--- config.mk ---
export PLATFORM = sky130hd
export DESIGN_NAME = tl_ad_protocol_monitor_flat
export DESIGN_NICKNAME = d
export VERILOG_FILES = /design/src/rtl/tl_ad_protocol_monitor_if.sv /design/src/rtl/tl_ad_protocol_monitor.sv /design/src/flat_wrapper.sv
export SDC_FILE = /design/constraint.sdc
export NUM_CORES = 2
export LEC_CHECK = 0
export ABC_AREA = 1
export BUFFER_PORTS_ARGS = -buffer_cell sky130_fd_sc_hd__buf_2
export CORE_ASPECT_RATIO = 1.1
export CORE_MARGIN = 2
export CORE_UTILIZATION = 45
export CTS_BUF_LIST = sky130_fd_sc_hd__clkbuf_8 sky130_fd_sc_hd__clkbuf_16
export DETAILED_ROUTE_END_ITERATION = 6
export HOLD_SLACK_MARGIN = 0.02
export MAX_ROUTING_LAYER = met4
export SYNTH_ARGS = -nofsm -noshare
export SYNTH_HDL_FRONTEND = slang
export SYNTH_SLANG_ARGS = --single-unit
--- constraint.sdc ---
create_clock -name clk_i -period 69.3 [get_ports clk_i]
set_input_delay 6.93 -clock clk_i [delete_from_list [all_inputs] [get_ports clk_i]]
set_output_delay 6.93 -clock clk_i [all_outputs]
set_load 0.02 [all_outputs]
--- src/rtl/tl_ad_protocol_monitor_if.sv ---
// TileLink-UL/UH A/D channel bundle.
// Carries the A request channel (valid/ready, opcode, param, size, source, address, mask) and the
// D response channel (valid/ready, opcode, param, size, source, denied, corrupt).
// Modports:
//   master  - drives A, accepts D
//   slave   - accepts A, drives D
//   monitor - observes every signal, drives nothing
interface tl_ad_protocol_monitor_if #(
    parameter int unsigned SOURCE_W  = 7,
    parameter int unsigned ADDR_W    = 31,
    parameter int unsigned SIZE_W    = 3,
    parameter int unsigned BEAT_LOG2 = 3
) ();
    logic                      a_valid;
    logic                      a_ready;
    logic [2:0]                a_opcode;
    logic [2:0]                a_param;
    logic [SIZE_W-1:0]         a_size;
    logic [SOURCE_W-1:0]       a_source;
    logic [ADDR_W-1:0]         a_address;
    logic [2**BEAT_LOG2-1:0]   a_mask;

    logic                      d_valid;
    logic                      d_ready;
    logic [2:0]                d_opcode;
    logic [1:0]                d_param;
    logic [SIZE_W-1:0]         d_size;
    logic [SOURCE_W-1:0]       d_source;
    logic                      d_denied;
    logic                      d_corrupt;

    modport master (
        output a_valid, a_opcode, a_param, a_size, a_source, a_address, a_mask, d_ready,
        input  a_ready, d_valid, d_opcode, d_param, d_size, d_source, d_denied, d_corrupt
    );

    modport slave (
        input  a_valid, a_opcode, a_param, a_size, a_source, a_address, a_mask, d_ready,
        output a_ready, d_valid, d_opcode, d_param, d_size, d_source, d_denied, d_corrupt
    );

    modport monitor (
        input a_valid, a_ready, a_opcode, a_param, a_size, a_source, a_address, a_mask,
        input d_valid, d_ready, d_opcode, d_param, d_size, d_source, d_denied, d_corrupt
    );
endinterface

--- src/rtl/tl_ad_protocol_monitor.sv ---
// Passive TileLink-UL/UH A/D protocol checker.
// Tracks in-flight requests per source, counts burst beats, and checks handshake stability,
// opcode/size/address legality, response matching and a response watchdog. The first
// violation is latched (code + source); every violation is counted.
// Ports:
//   clk_i, rst_i   clock, asynchronous active-high reset
//   enable_i       0 suppresses all checks; tracking state keeps updating
//   tl             observed A/D channel bundle (monitor modport)
//   err_sticky_o   set on the first violation, cleared only by reset
//   err_code_o     code of the first violation
//   err_source_o   source associated with the first violation
//   err_count_o    violations seen, saturating at 16'hFFFF
//   inflight_o     number of sources currently in flight
module tl_ad_protocol_monitor #(
    parameter int unsigned SOURCE_W  = 7,
    parameter int unsigned ADDR_W    = 31,
    parameter int unsigned SIZE_W    = 3,
    parameter int unsigned BEAT_LOG2 = 3,
    parameter int unsigned MAX_SIZE  = 6,
    parameter int unsigned TIMEOUT   = 4096
) (
    input  logic                  clk_i,
    input  logic                  rst_i,
    input  logic                  enable_i,
    tl_ad_protocol_monitor_if.monitor tl,
    output logic                  err_sticky_o,
    output logic [3:0]            err_code_o,
    output logic [SOURCE_W-1:0]   err_source_o,
    output logic [15:0]           err_count_o,
    output logic [SOURCE_W:0]     inflight_o
);
    localparam int unsigned NSRC   = 2 ** SOURCE_W;
    localparam int unsigned MASK_W = 2 ** BEAT_LOG2;
    // Wide enough for the beat count of the largest encodable size.
    localparam int unsigned CNT_W  = 2 ** SIZE_W;
    localparam int unsigned INF_W  = SOURCE_W + 1;
    localparam int unsigned TO_W   = (TIMEOUT > 0) ? $clog2(TIMEOUT + 1) : 1;

    typedef struct packed {
        logic [2:0]          op;
        logic [2:0]          param;
        logic [SIZE_W-1:0]   size;
        logic [SOURCE_W-1:0] src;
        logic [ADDR_W-1:0]   addr;
        logic [MASK_W-1:0]   mask;
    } a_beat_t;

    typedef struct packed {
        logic [2:0]          op;
        logic [1:0]          param;
        logic [SIZE_W-1:0]   size;
        logic [SOURCE_W-1:0] src;
        logic                denied;
        logic                corrupt;
    } d_beat_t;

    function automatic logic [CNT_W-1:0] beats_m1(input logic [SIZE_W-1:0] size,
                                                  input logic has_data);
        logic [CNT_W-1:0] r;
        r = '0;
        if (has_data && (size > SIZE_W'(BEAT_LOG2))) begin
            r = (CNT_W'(1) << (size - SIZE_W'(BEAT_LOG2))) - CNT_W'(1);
        end
        return r;
    endfunction

    // Put -> AccessAck, Get/Arith/Logic -> AccessAckData, Hint -> HintAck.
    function automatic logic [1:0] exp_dop(input logic [2:0] op);
        logic [1:0] r;
        case (op)
            3'd2, 3'd3, 3'd4: r = 2'd1;
            3'd5:             r = 2'd2;
            default:          r = 2'd0;
        endcase
        return r;
    endfunction

    // ---------------------------------------------------------------- state
    logic [CNT_W-1:0]    a_cnt_q, a_cnt_d, d_cnt_q, d_cnt_d;
    logic [2:0]          a_bop_q, d_bop_q;
    logic [SIZE_W-1:0]   a_bsize_q, d_bsize_q;
    logic [SOURCE_W-1:0] a_bsrc_q, d_bsrc_q;
    logic                a_stall_q, d_stall_q;
    a_beat_t             a_prev_q, a_cur;
    d_beat_t             d_prev_q, d_cur;
    logic [NSRC-1:0]     infl_q;
    logic [SIZE_W-1:0]   size_tbl_q [NSRC];
    logic [1:0]          dop_tbl_q  [NSRC];
    logic [INF_W-1:0]    cnt_q, cnt_d;
    logic                err_sticky_q, err_sticky_d;
    logic [3:0]          err_code_q, err_code_d;
    logic [SOURCE_W-1:0] err_source_q, err_source_d;
    logic [15:0]         err_count_q, err_count_d;

    // ---------------------------------------------------------------- decode
    logic a_fire, d_fire, a_first, d_first, d_last;
    logic clr, a_busy, set_new, misaligned, a_burst_bad, d_burst_bad, wd_hit;
    logic [ADDR_W-1:0] addr_lo_mask;
    logic [11:0] err_v;
    logic [3:0]  first_code, n_err;
    logic [SOURCE_W-1:0] first_src;
    logic [16:0] count_sum;

    assign a_cur = '{op: tl.a_opcode, param: tl.a_param, size: tl.a_size, src: tl.a_source,
                     addr: tl.a_address, mask: tl.a_mask};
    assign d_cur = '{op: tl.d_opcode, param: tl.d_param, size: tl.d_size, src: tl.d_source,
                     denied: tl.d_denied, corrupt: tl.d_corrupt};

    always_comb begin
        a_fire  = tl.a_valid & tl.a_ready;
        d_fire  = tl.d_valid & tl.d_ready;
        a_first = (a_cnt_q == '0);
        d_first = (d_cnt_q == '0);

        a_cnt_d = a_cnt_q;
        if (a_fire) a_cnt_d = a_first ? beats_m1(tl.a_size, ~tl.a_opcode[2]) : a_cnt_q - 1'b1;
        d_cnt_d = d_cnt_q;
        if (d_fire) d_cnt_d = d_first ? beats_m1(tl.d_size, tl.d_opcode == 3'd1) : d_cnt_q - 1'b1;
        d_last = d_first ? (beats_m1(tl.d_size, tl.d_opcode == 3'd1) == '0) : (d_cnt_q == 1);

        // Retiring and reissuing the same source in one cycle is legal: clear wins first.
        clr     = d_fire & d_last & infl_q[tl.d_source];
        a_busy  = infl_q[tl.a_source] & ~(clr & (tl.d_source == tl.a_source));
        set_new = a_fire & a_first & ~a_busy;
        cnt_d   = cnt_q + INF_W'(set_new) - INF_W'(clr);

        addr_lo_mask = ~({ADDR_W{1'b1}} << tl.a_size);
        misaligned   = |(tl.a_address & addr_lo_mask);
        a_burst_bad  = a_fire & ~a_first & ((tl.a_opcode != a_bop_q) | (tl.a_size != a_bsize_q) |
                                            (tl.a_source != a_bsrc_q));
        d_burst_bad  = d_fire & ~d_first & ((tl.d_opcode != d_bop_q) | (tl.d_size != d_bsize_q) |
                                            (tl.d_source != d_bsrc_q));
    end

    // Bit i flags error code i+1.
    always_comb begin
        err_v[0]  = a_stall_q & (~tl.a_valid | (a_cur != a_prev_q));
        err_v[1]  = d_stall_q & (~tl.d_valid | (d_cur != d_prev_q));
        err_v[2]  = a_fire & ((tl.a_opcode[2:1] == 2'b11) |
                              ((tl.a_param != 3'd0) & ((tl.a_opcode == 3'd0) |
                               (tl.a_opcode == 3'd1) | (tl.a_opcode == 3'd4))));
        err_v[3]  = a_fire & (misaligned | (tl.a_size > SIZE_W'(MAX_SIZE)));
        err_v[4]  = a_fire & (tl.a_mask == '0) & (tl.a_opcode != 3'd1);
        err_v[5]  = a_fire & a_first & a_busy;
        err_v[6]  = d_fire & d_first & ~infl_q[tl.d_source];
        err_v[7]  = d_fire & d_first & infl_q[tl.d_source] &
                    (tl.d_size != size_tbl_q[tl.d_source]);
        err_v[8]  = d_fire & ((d_first & infl_q[tl.d_source] &
                               (tl.d_opcode != {1'b0, dop_tbl_q[tl.d_source]})) |
                              (tl.d_param != 2'd0));
        err_v[9]  = a_burst_bad | d_burst_bad;
        err_v[10] = d_fire & (tl.d_opcode == 3'd1) & tl.d_denied & ~tl.d_corrupt;
        err_v[11] = wd_hit;
        if (!enable_i) err_v = '0;
    end

    always_comb begin
        first_code = 4'd0;
        n_err      = 4'd0;
        for (int i = 11; i >= 0; i--) begin
            if (err_v[i]) first_code = 4'(i + 1);
            n_err = n_err + 4'(err_v[i]);
        end
        case (first_code)
            4'd1:                   first_src = a_prev_q.src;
            4'd2:                   first_src = d_prev_q.src;
            4'd3, 4'd4, 4'd5, 4'd6: first_src = tl.a_source;
            4'd10:                  first_src = a_burst_bad ? tl.a_source : tl.d_source;
            4'd12:                  first_src = '0;
            default:                first_src = tl.d_source;
        endcase

        count_sum    = {1'b0, err_count_q} + 17'(n_err);
        err_count_d  = count_sum[16] ? 16'hFFFF : count_sum[15:0];
        err_sticky_d = err_sticky_q | (n_err != 4'd0);
        err_code_d   = err_code_q;
        err_source_d = err_source_q;
        if (!err_sticky_q && (n_err != 4'd0)) begin
            err_code_d   = first_code;
            err_source_d = first_src;
        end
    end

    // ---------------------------------------------------------------- watchdog
    if (TIMEOUT > 0) begin : g_wd
        logic [TO_W-1:0] wd_q, wd_d;
        logic            fired_q, fired_d;

        always_comb begin
            wd_d = wd_q;
            if (d_fire || (cnt_q == '0))     wd_d = '0;
            else if (wd_q != TO_W'(TIMEOUT)) wd_d = wd_q + 1'b1;
            wd_hit  = (wd_q == TO_W'(TIMEOUT)) & ~fired_q & ~d_fire & (cnt_q != '0);
            // One flag per expiry; re-armed by the next response.
            fired_d = d_fire ? 1'b0 : (fired_q | wd_hit);
        end

        always_ff @(posedge clk_i or posedge rst_i) begin
            if (rst_i) begin
                wd_q    <= '0;
                fired_q <= 1'b0;
            end else begin
                wd_q    <= wd_d;
                fired_q <= fired_d;
            end
        end
    end else begin : g_no_wd
        assign wd_hit = 1'b0;
    end

    // ---------------------------------------------------------------- registers
    always_ff @(posedge clk_i or posedge rst_i) begin
        if (rst_i) begin
            a_cnt_q   <= '0;
            d_cnt_q   <= '0;
            a_bop_q   <= '0;
            a_bsize_q <= '0;
            a_bsrc_q  <= '0;
            d_bop_q   <= '0;
            d_bsize_q <= '0;
            d_bsrc_q  <= '0;
            a_stall_q <= 1'b0;
            d_stall_q <= 1'b0;
            a_prev_q  <= '0;
            d_prev_q  <= '0;
            infl_q    <= '0;
            cnt_q     <= '0;
            for (int i = 0; i < NSRC; i++) begin
                size_tbl_q[i] <= '0;
                dop_tbl_q[i]  <= '0;
            end
            err_sticky_q <= 1'b0;
            err_code_q   <= '0;
            err_source_q <= '0;
            err_count_q  <= '0;
        end else begin
            a_cnt_q   <= a_cnt_d;
            d_cnt_q   <= d_cnt_d;
            a_stall_q <= tl.a_valid & ~tl.a_ready;
            d_stall_q <= tl.d_valid & ~tl.d_ready;
            a_prev_q  <= a_cur;
            d_prev_q  <= d_cur;
            if (a_fire && a_first) begin
                a_bop_q   <= tl.a_opcode;
                a_bsize_q <= tl.a_size;
                a_bsrc_q  <= tl.a_source;
            end
            if (d_fire && d_first) begin
                d_bop_q   <= tl.d_opcode;
                d_bsize_q <= tl.d_size;
                d_bsrc_q  <= tl.d_source;
            end
            // Clear before set so a same-cycle retire/reissue leaves the entry occupied.
            if (clr) infl_q[tl.d_source] <= 1'b0;
            if (a_fire && a_first) begin
                infl_q[tl.a_source]     <= 1'b1;
                size_tbl_q[tl.a_source] <= tl.a_size;
                dop_tbl_q[tl.a_source]  <= exp_dop(tl.a_opcode);
            end
            cnt_q        <= cnt_d;
            err_sticky_q <= err_sticky_d;
            err_code_q   <= err_code_d;
            err_source_q <= err_source_d;
            err_count_q  <= err_count_d;
        end
    end

    assign err_sticky_o = err_sticky_q;
    assign err_code_o   = err_code_q;
    assign err_source_o = err_source_q;
    assign err_count_o  = err_count_q;
    assign inflight_o   = cnt_q;
endmodule
--- src/flat_wrapper.sv ---
// flat-port wrapper written by rule: the top's interface ports become plain ports
module tl_ad_protocol_monitor_flat 
#(
    parameter int unsigned SOURCE_W  = 7,
    parameter int unsigned ADDR_W    = 31,
    parameter int unsigned SIZE_W    = 3,
    parameter int unsigned BEAT_LOG2 = 3,
    parameter int unsigned MAX_SIZE  = 6,
    parameter int unsigned TIMEOUT   = 4096
)
  (clk_i, rst_i, enable_i, err_sticky_o, err_code_o, err_source_o, err_count_o, inflight_o, tl_a_valid, tl_a_ready, tl_a_opcode, tl_a_param, tl_a_size, tl_a_source, tl_a_address, tl_a_mask, tl_d_valid, tl_d_ready, tl_d_opcode, tl_d_param, tl_d_size, tl_d_source, tl_d_denied, tl_d_corrupt);
  tl_ad_protocol_monitor_if #(.SOURCE_W(SOURCE_W), .ADDR_W(ADDR_W), .SIZE_W(SIZE_W), .BEAT_LOG2(BEAT_LOG2)) tl_i ();
  input  logic clk_i;
  input  logic rst_i;
  input  logic enable_i;
  output logic err_sticky_o;
  output logic [3:0] err_code_o;
  output logic [SOURCE_W-1:0] err_source_o;
  output logic [15:0] err_count_o;
  output logic [SOURCE_W:0] inflight_o;
  input wire logic [$bits(tl_i.a_valid)-1:0] tl_a_valid;
  input wire logic [$bits(tl_i.a_ready)-1:0] tl_a_ready;
  input wire logic [$bits(tl_i.a_opcode)-1:0] tl_a_opcode;
  input wire logic [$bits(tl_i.a_param)-1:0] tl_a_param;
  input wire logic [$bits(tl_i.a_size)-1:0] tl_a_size;
  input wire logic [$bits(tl_i.a_source)-1:0] tl_a_source;
  input wire logic [$bits(tl_i.a_address)-1:0] tl_a_address;
  input wire logic [$bits(tl_i.a_mask)-1:0] tl_a_mask;
  input wire logic [$bits(tl_i.d_valid)-1:0] tl_d_valid;
  input wire logic [$bits(tl_i.d_ready)-1:0] tl_d_ready;
  input wire logic [$bits(tl_i.d_opcode)-1:0] tl_d_opcode;
  input wire logic [$bits(tl_i.d_param)-1:0] tl_d_param;
  input wire logic [$bits(tl_i.d_size)-1:0] tl_d_size;
  input wire logic [$bits(tl_i.d_source)-1:0] tl_d_source;
  input wire logic [$bits(tl_i.d_denied)-1:0] tl_d_denied;
  input wire logic [$bits(tl_i.d_corrupt)-1:0] tl_d_corrupt;
  assign tl_i.a_valid = tl_a_valid;
  assign tl_i.a_ready = tl_a_ready;
  assign tl_i.a_opcode = tl_a_opcode;
  assign tl_i.a_param = tl_a_param;
  assign tl_i.a_size = tl_a_size;
  assign tl_i.a_source = tl_a_source;
  assign tl_i.a_address = tl_a_address;
  assign tl_i.a_mask = tl_a_mask;
  assign tl_i.d_valid = tl_d_valid;
  assign tl_i.d_ready = tl_d_ready;
  assign tl_i.d_opcode = tl_d_opcode;
  assign tl_i.d_param = tl_d_param;
  assign tl_i.d_size = tl_d_size;
  assign tl_i.d_source = tl_d_source;
  assign tl_i.d_denied = tl_d_denied;
  assign tl_i.d_corrupt = tl_d_corrupt;
  tl_ad_protocol_monitor #(.SOURCE_W(SOURCE_W), .ADDR_W(ADDR_W), .SIZE_W(SIZE_W), .BEAT_LOG2(BEAT_LOG2), .MAX_SIZE(MAX_SIZE), .TIMEOUT(TIMEOUT)) u_core (.clk_i(clk_i), .rst_i(rst_i), .enable_i(enable_i), .tl(tl_i), .err_sticky_o(err_sticky_o), .err_code_o(err_code_o), .err_source_o(err_source_o), .err_count_o(err_count_o), .inflight_o(inflight_o));
endmodule
# Yosys cells after proc, flatten, opt, wreduce, memory -nomap -nowiden
# Index checks and enable logic that the tools add are counted.
[totals]
regBits = 934
inputBits = 79
output_inout_bits = 36
elab_cells = 491
[op_classes]
add_sub_neg = 21
magnitude_cmp = 10
eq_ne = 30
n_shift = 3
muxes = 48
bitwise_logic = 69
n_reduce_logical = 24
[op_table]
columns = ["op", "count"]
rows = [
  ["384-bit bitwise mux", 1],
  ["256-bit bitwise mux", 1],
  ["128-bit 2-to-1 mux", 2],
  ["128-bit bitwise AND", 1],
  ["128-bit NOT", 1],
  ["128-bit bitwise OR", 1],
  ["55-bit != test", 1],
  ["4-bit 2-to-1 mux", 12],
  ["4-bit by 1-bit adder with 4-bit output", 10],
  ["8-bit zero test", 5],
  ["1-bit bitwise AND", 35],
  ["7-bit case mux with 5 select lines", 1],
  ["8-bit 2-to-1 mux", 4],
  ["31-bit bitwise AND", 1],
  ["31-bit NOT", 1],
  ["31-bit OR reduction", 1],
  ["31-bit by 3-bit left shift with 31-bit output (first input constant)", 1],
  ["13-bit 2-to-1 mux", 2],
  ["3-bit binary-select mux with 7-bit select", 1],
  ["3-bit demux with 7-bit select", 1],
  ["16-bit by 4-bit adder with 17-bit output", 1],
  ["17-bit != test", 1],
  ["8-bit >= comparator (second input constant)", 2],
  ["7-bit by 8-bit less-than comparator with 1-bit output (second input constant)", 2],
  ["52 further kinds", 116],
]

# Depth between registers and ports, before layout
[logic_depth]
depth_word = 28
mapped_depth = 43

# Worst setup path before layout
# OpenSTA, ideal clock, no wires.
[synth_path]
kind = "input to register"
startpoint = "input port tl_d_source[0]"
endpoint = "register u_core.err_count_q[10], in the netlist u_core.err_count_o[10]"
t_arrival_ns = 12.808
t_required_ns = 69.230
path_slack_ns = 56.421
path_stages = 37
n_path_buf = 4
cell_sequence = "buf_4 > buf_6 > buf_2 > or2_2 > nand3_1 > nand2_1 > o21ai_1 > nand2_1 > nor2_1 > nor2_1 > nor2_2 > nand3_1 > nand2_1 > nand3_1 > nand2_1 > nand2_1 > nand2_2 > inv_1 > fa_1 > inv_1 > fa_1 > inv_1 > fa_1 > fa_1 > inv_1 > fa_1 > fa_1 > inv_1 > nand2_1 > o21ai_0 > nand2_1 > nor3_1 > nand2_1 > nor2_1 > nand3_1 > clkbuf_1 > nand3_1"
[synth_via]
elab_chain_cells = 20
[synth_lines]
columns = ["item", "line_no", "rtl"]
rows = [
  ["start: declaration", "flat_wrapper.sv:34", "input wire logic [$bits(tl_i.d_source)-1:0] tl_d_source;"],
  ["7-bit NOT with 8-bit output (implied by the code)", "tl_ad_protocol_monitor.sv:147, tl_ad_protocol_monitor.sv:149", ""],
  ["2-bit binary-select mux with 7-bit select", "tl_ad_protocol_monitor.sv:149", "(tl.d_opcode != {1'b0, dop_tbl_q[tl.d_source]})) |"],
  ["2-bit 2-to-1 mux (implied by the code) (2 in series)", "tl_ad_protocol_monitor.sv:149", ""],
  ["3-bit by 2-bit != test with 1-bit output", "tl_ad_protocol_monitor.sv:149", ""],
  ["1-bit bitwise AND", "tl_ad_protocol_monitor.sv:148", "err_v[8] = d_fire & ((d_first & infl_q[tl.d_source] &"],
  ["1-bit bitwise OR", "tl_ad_protocol_monitor.sv:149", ""],
  ["1-bit bitwise AND", "tl_ad_protocol_monitor.sv:148", ""],
  ["12-bit 2-to-1 mux *", "tl_ad_protocol_monitor.sv:154", "if (!enable_i) err_v = '0;"],
  ["4-bit by 1-bit adder with 4-bit output (7 in series)", "tl_ad_protocol_monitor.sv:162", "n_err = n_err + 4'(err_v[i]);"],
  ["4-bit by 1-bit adder with 4-bit output * (2 in series)", "tl_ad_protocol_monitor.sv:162", ""],
  ["16-bit by 4-bit adder with 17-bit output *", "tl_ad_protocol_monitor.sv:173", "count_sum = {1'b0, err_count_q} + 17'(n_err);"],
  ["16-bit 2-to-1 mux *", "tl_ad_protocol_monitor.sv:174", "err_count_d = count_sum[16] ? 16'hFFFF : count_sum[15:0];"],
  ["net u_core.err_count_d[10]", "tl_ad_protocol_monitor.sv:93", "logic [15:0] err_count_q, err_count_d;"],
  ["end signal: assignment", "tl_ad_protocol_monitor.sv:264", "err_count_q <= err_count_d;"],
  ["end: declaration", "tl_ad_protocol_monitor.sv:93", ""],
]
# The timed path passes the listed nets; every way through them passes the cells marked *. The select of a mux whose other input is x is not followed.
# A chain may end at the register's enable or synchronous reset.

# Worst setup path after layout
[layout_path]
startpoint = "input port tl_d_source[0]"
endpoint = "register u_core.err_count_q[13], in the netlist u_core.err_count_o[13]"
# Same word-level chain as after synthesis.

==> impl_results.rst <==
.. list-table::
   :header-rows: 1

   * - Metric
     - Value
   * - Outcome
     - completed
   * - Largest net degree at the start of global routing
     - 171
   * - Number of port buffers
     - 114
   * - Worst vdd ir
     - ~0.017 mV
   * - Fraction of final layout cells sized beyond drive strength 1
     - 7.07%
   * - Number of clock sinks
     - a little over 900
   * - Ports placed on the boundary
     - 115
   * - Post-Syn Area
     - 0.0462 mm^2
   * - Effective utilization at floorplan
     - 45.3%
   * - Congestion Overflow GR
     - 0
   * - Max-cap violation count
     - 0
   * - Number of warnings reported in the yosys synthesis log
     - 0
   * - Largest driver fanout on the critical path
     - 89
   * - Launching instance or port of the critical path
     - tl_d_source[0]
   * - Source of the worst hold timing path
     - u_core.dop_tbl_q[30]
   * - Worst path slowest cell
     - buf_4
   * - Global placer's final weighted congestion
     - 0.951
   * - Category of the worst setup path capture point
     - flip-flop
   * - Clock period minus worst slack
     - 15640 ps
   * - Most Frequent Cell on Critical Path
     - nand2_1
   * - Overall global routing resource usage
     - between 30 and 40%
   * - Final sum of negative setup slack
     - 0 ps
   * - Crit Path Class
     - primary input to flip-flop
   * - Via total after detailed routing
     - 40900
   * - Half-perimeter wire length after detailed placement
     - about 98000 um
   * - Maximum clock frequency
     - 63.9 MHz
   * - Total wire length after detailed routing
     - ~160000 um
   * - Post-CTS clock slew at the launch and capture registers of the worst setup and hold paths
     - about 60 ps
   * - Required time of the critical path
     - 69890 ps
   * - DRT antenna net count
     - 0
   * - Arr. time, crit path
     - between 15000 and 20000 ps
   * - Transition time at the pin with the least slew margin
     - 1120 ps
   * - Synthesized instance count
     - 6024
   * - Post-synthesis net count
     - 6145
   * - Master cell of the clock root buffer
     - clkbuf_16
   * - Clock buffers created by TritonCTS
     - 101
   * - Die Span X
     - between 300 and 400 um
   * - Count of H-tree levels built during CTS
     - 3
   * - Antenna violations before repair
     - 1
   * - CTS resizes
     - 0
   * - Number of enable-type register cells in the synthesized netlist
     - 0
   * - First-pass GRT wire length
     - around 240000 um
   * - Hold violation count in the final report
     - 0
   * - Via count of the first global-routing pass
     - 38800
   * - Number of distinct library cells after synthesis
     - 57
   * - Setup Slack @ Placement
     - 53100 ps
   * - #FFs+latches synth
     - roughly 930
   * - Reg-to-Reg Start
     - u_core.dop_tbl_q[30]
   * - Seq/Total Area, Yosys
     - between 50% and 60%
   * - Maximum buffer depth of the clock tree
     - 3
   * - Most used DFF post-synth
     - dfrtp_1
   * - Leakage power figure
     - 24.2 nW
   * - Worst relative slew slack
     - 24.8%
   * - Core ar.
     - 0.102 mm^2
   * - Clock latency on the worst-skew pair
     - around 700 ps
   * - Worst clock skew
     - 37.4 ps
   * - Number of DRC violations after detailed routing
     - 0
   * - Final number of setup-violating endpoints
     - 0
   * - Die ar.
     - around 0.11 mm^2
   * - Share of flip-flops with an asynchronous set or reset
     - 100%
   * - Layout overhead on the synthesized area
     - 9.86%
   * - Number of violations reported at the end of detailed-routing iteration 0
     - 4834
   * - Std-Cell Rows
     - 123
   * - Unrepaired setup endpoints after global routing
     - false
   * - Mean post-synth cell area
     - roughly 7.7 um^2
   * - Hold buffer count at cts
     - 0
   * - Final Worst Setup Slack
     - 53660 ps
   * - Average wire length per cell after detail routing
     - between 20 and 25 um
   * - Worst setup SP type
     - primary input
   * - Post-route fraction of the period consumed by the critical path
     - between 20% and 30%
   * - Number of setup buffers added after CTS
     - 0
   * - Chip height
     - 340 um
   * - Number of vias per cell after detailed routing
     - 5.55
   * - Hold WC Path Type
     - flip-flop to flip-flop
   * - Largest stage delay, worst path
     - 840 ps
   * - Final Slew Violations
     - 0
   * - Final core utilization
     - 49.7%
   * - Clock tree from TritonCTS
     - yes
   * - Nets
     - 6033
   * - Router iterations before antenna repair
     - 6
   * - Power density over cell area
     - 24.9 mW/mm^2
==> power by group <==
group / switching (W) / leakage, nW / internal (W)
clock network: 0.000227 / 1.73 / 0.000320
registers: 0.0000126 / 12.8 / 0.000564
logic: 0.000101 / 9.66 / 0.0000394
==> worst paths after layout <==
| kind | end | slack, ps | cells after the start |
|---|---|---|---|
| hold / removal | u_core.dop_tbl_q[30] | 480 | 2 |
| hold reg to reg | u_core.dop_tbl_q[30] | 480 | 2 |
| max in group asynchronous | u_core.dop_tbl_q[182] | 59670 | 5 |
| min in group asynchronous | u_core.dop_tbl_q[229] | 6430 | 2 |
| setup reg to reg | u_core.err_count_o[13] | 61830 | 36 |
| setup / recovery | u_core.err_count_o[13] | 53660 | 40 |
==> sequential cells by signal, indices dropped and copies added, names as in the netlist, 4 cells and up <==
| name | cells |
|---|---|
| u_core.err_code_o | 4 |
| u_core.a_cnt_q | 8 |
| u_core.d_bsrc_q | 7 |
| u_core.err_count_o | 16 |
| u_core.d_prev_q | 17 |
| u_core.inflight_o | 8 |
| u_core.g_wd.wd_q | 13 |
| u_core.infl_q | 128 |
| u_core.dop_tbl_q | 256 |
| u_core.a_bsrc_q | 7 |
| u_core.a_prev_q | 55 |
| u_core.err_source_o | 7 |
| u_core.d_cnt_q | 8 |
| u_core.size_tbl_q | 384 |
==> synthesized netlist by cell type, types with 6 or more instances <==
cell | instances | area (um^2)
nand3_1 | 185 | 926
a221oi_1 | 15 | 131
dfrtp_1 | 934 | 23400
inv_2 | 20 | 75.1
clkbuf_1 | 268 | 1010
fa_1 | 9 | 180
o21ai_0 | 924 | 4620
o2111ai_1 | 12 | 105
o21ai_1 | 22 | 110
nand4_1 | 68 | 425
inv_1 | 439 | 1650
o22ai_1 | 34 | 213
nor4_1 | 14 | 87.6
or2_1 | 6 | 37.5
ha_1 | 33 | 413
nor2_1 | 282 | 1060
nand3b_1 | 16 | 120
buf_2 | 95 | 475
or2_0 | 12 | 75.1
nor2_2 | 15 | 93.8
nand2_1 | 2220 | 8330
nor3_1 | 25 | 125
or2_2 | 25 | 156
buf_4 | 15 | 113
xor2_1 | 49 | 429
a22oi_1 | 40 | 300
a21oi_1 | 140 | 701
nand2_2 | 7 | 43.8
o21a_1 | 7 | 52.6
a211oi_1 | 9 | 67.6
xnor2_1 | 20 | 175
==> kinds of logic after synthesis <==
family | count (synthesis) | synth area share [%]
buf+inv | 851 | 7.36
fa+ha+maj | 42 | 1.28
compound gates | 1238 | 14.3
mux | 2 | 0.0460
flops | 934 | 50.6
simple gates | 2888 | 25.1
xor+xnor | 69 | 1.31
==> through the flow <==
stage / total power, W / hold slack [ps] / cells / cell area (um^2)
2_1_floorplan: 0.000678 / 445 / 6024 / 46200
3_3_place_gp: 0.000724 / 460 / 7184 / 47400
3_5_place_dp: 0.000726 / 465 / 7184 / 47400
4_1_cts: 0.00127 / 480 / 7359 / 50700
5_1_grt: 0.00131 / 495 / 7360 / 50700
6_report: 0.00126 / 477 / 7360 / 50700
==> cell type report <==
cell class                 count  area [um^2]
antenna                        1         2.50
clock buffer                 132         2980
clock inverter                43          354
fill                       10100        51300
inverter                     464         1770
multi-input combinational   4239        19500
sequential                   934        23400
tap                         1375         1720
timing repair buffer         172         1040
==> layer usage <==
| layer | part of all wire [%] | GRT usage, % | vias up |
|---|---|---|---|
| met4 | 4.4 | 12.1 | 0 |
| met2 | 46 | 47.4 | 1698 |
| met5 | 0 | - | - |
| li1 | - | - | 19100 |
| met1 | 42 | 40.0 | 19700 |
| met3 | 7.8 | 4.71 | 393 |
==> layout by cell type (no fill, tap or decap), types with 29 or more instances in the layout <==
master     synthesis  layout
ha_1              33      33
nand2_1         2220    2219
buf_4             15      57
buf_2             95     112
o22ai_1           34      34
nand4_1           68      68
xor2_1            49      49
nor2_1           282     271
a21oi_1          140     140
inv_1            439     455
nand3_1          185     183
o21ai_0          924     924
clkbuf_16          0     103
a22oi_1           40      40
dfrtp_1          934     934
clkbuf_8           0      29
==> critical path, delay by kind of cell <==
| family | cells | cell delay (ps) |
|---|---|---|
| AOI/OAI and AO/OA | 3 | 660 |
| and+or+nand+nor | 22 | 2860 |
| adders and majority gates | 6 | 2810 |
| buffers and inverters | 9 | 2800 |
Power figures use the tool's default switching activity.
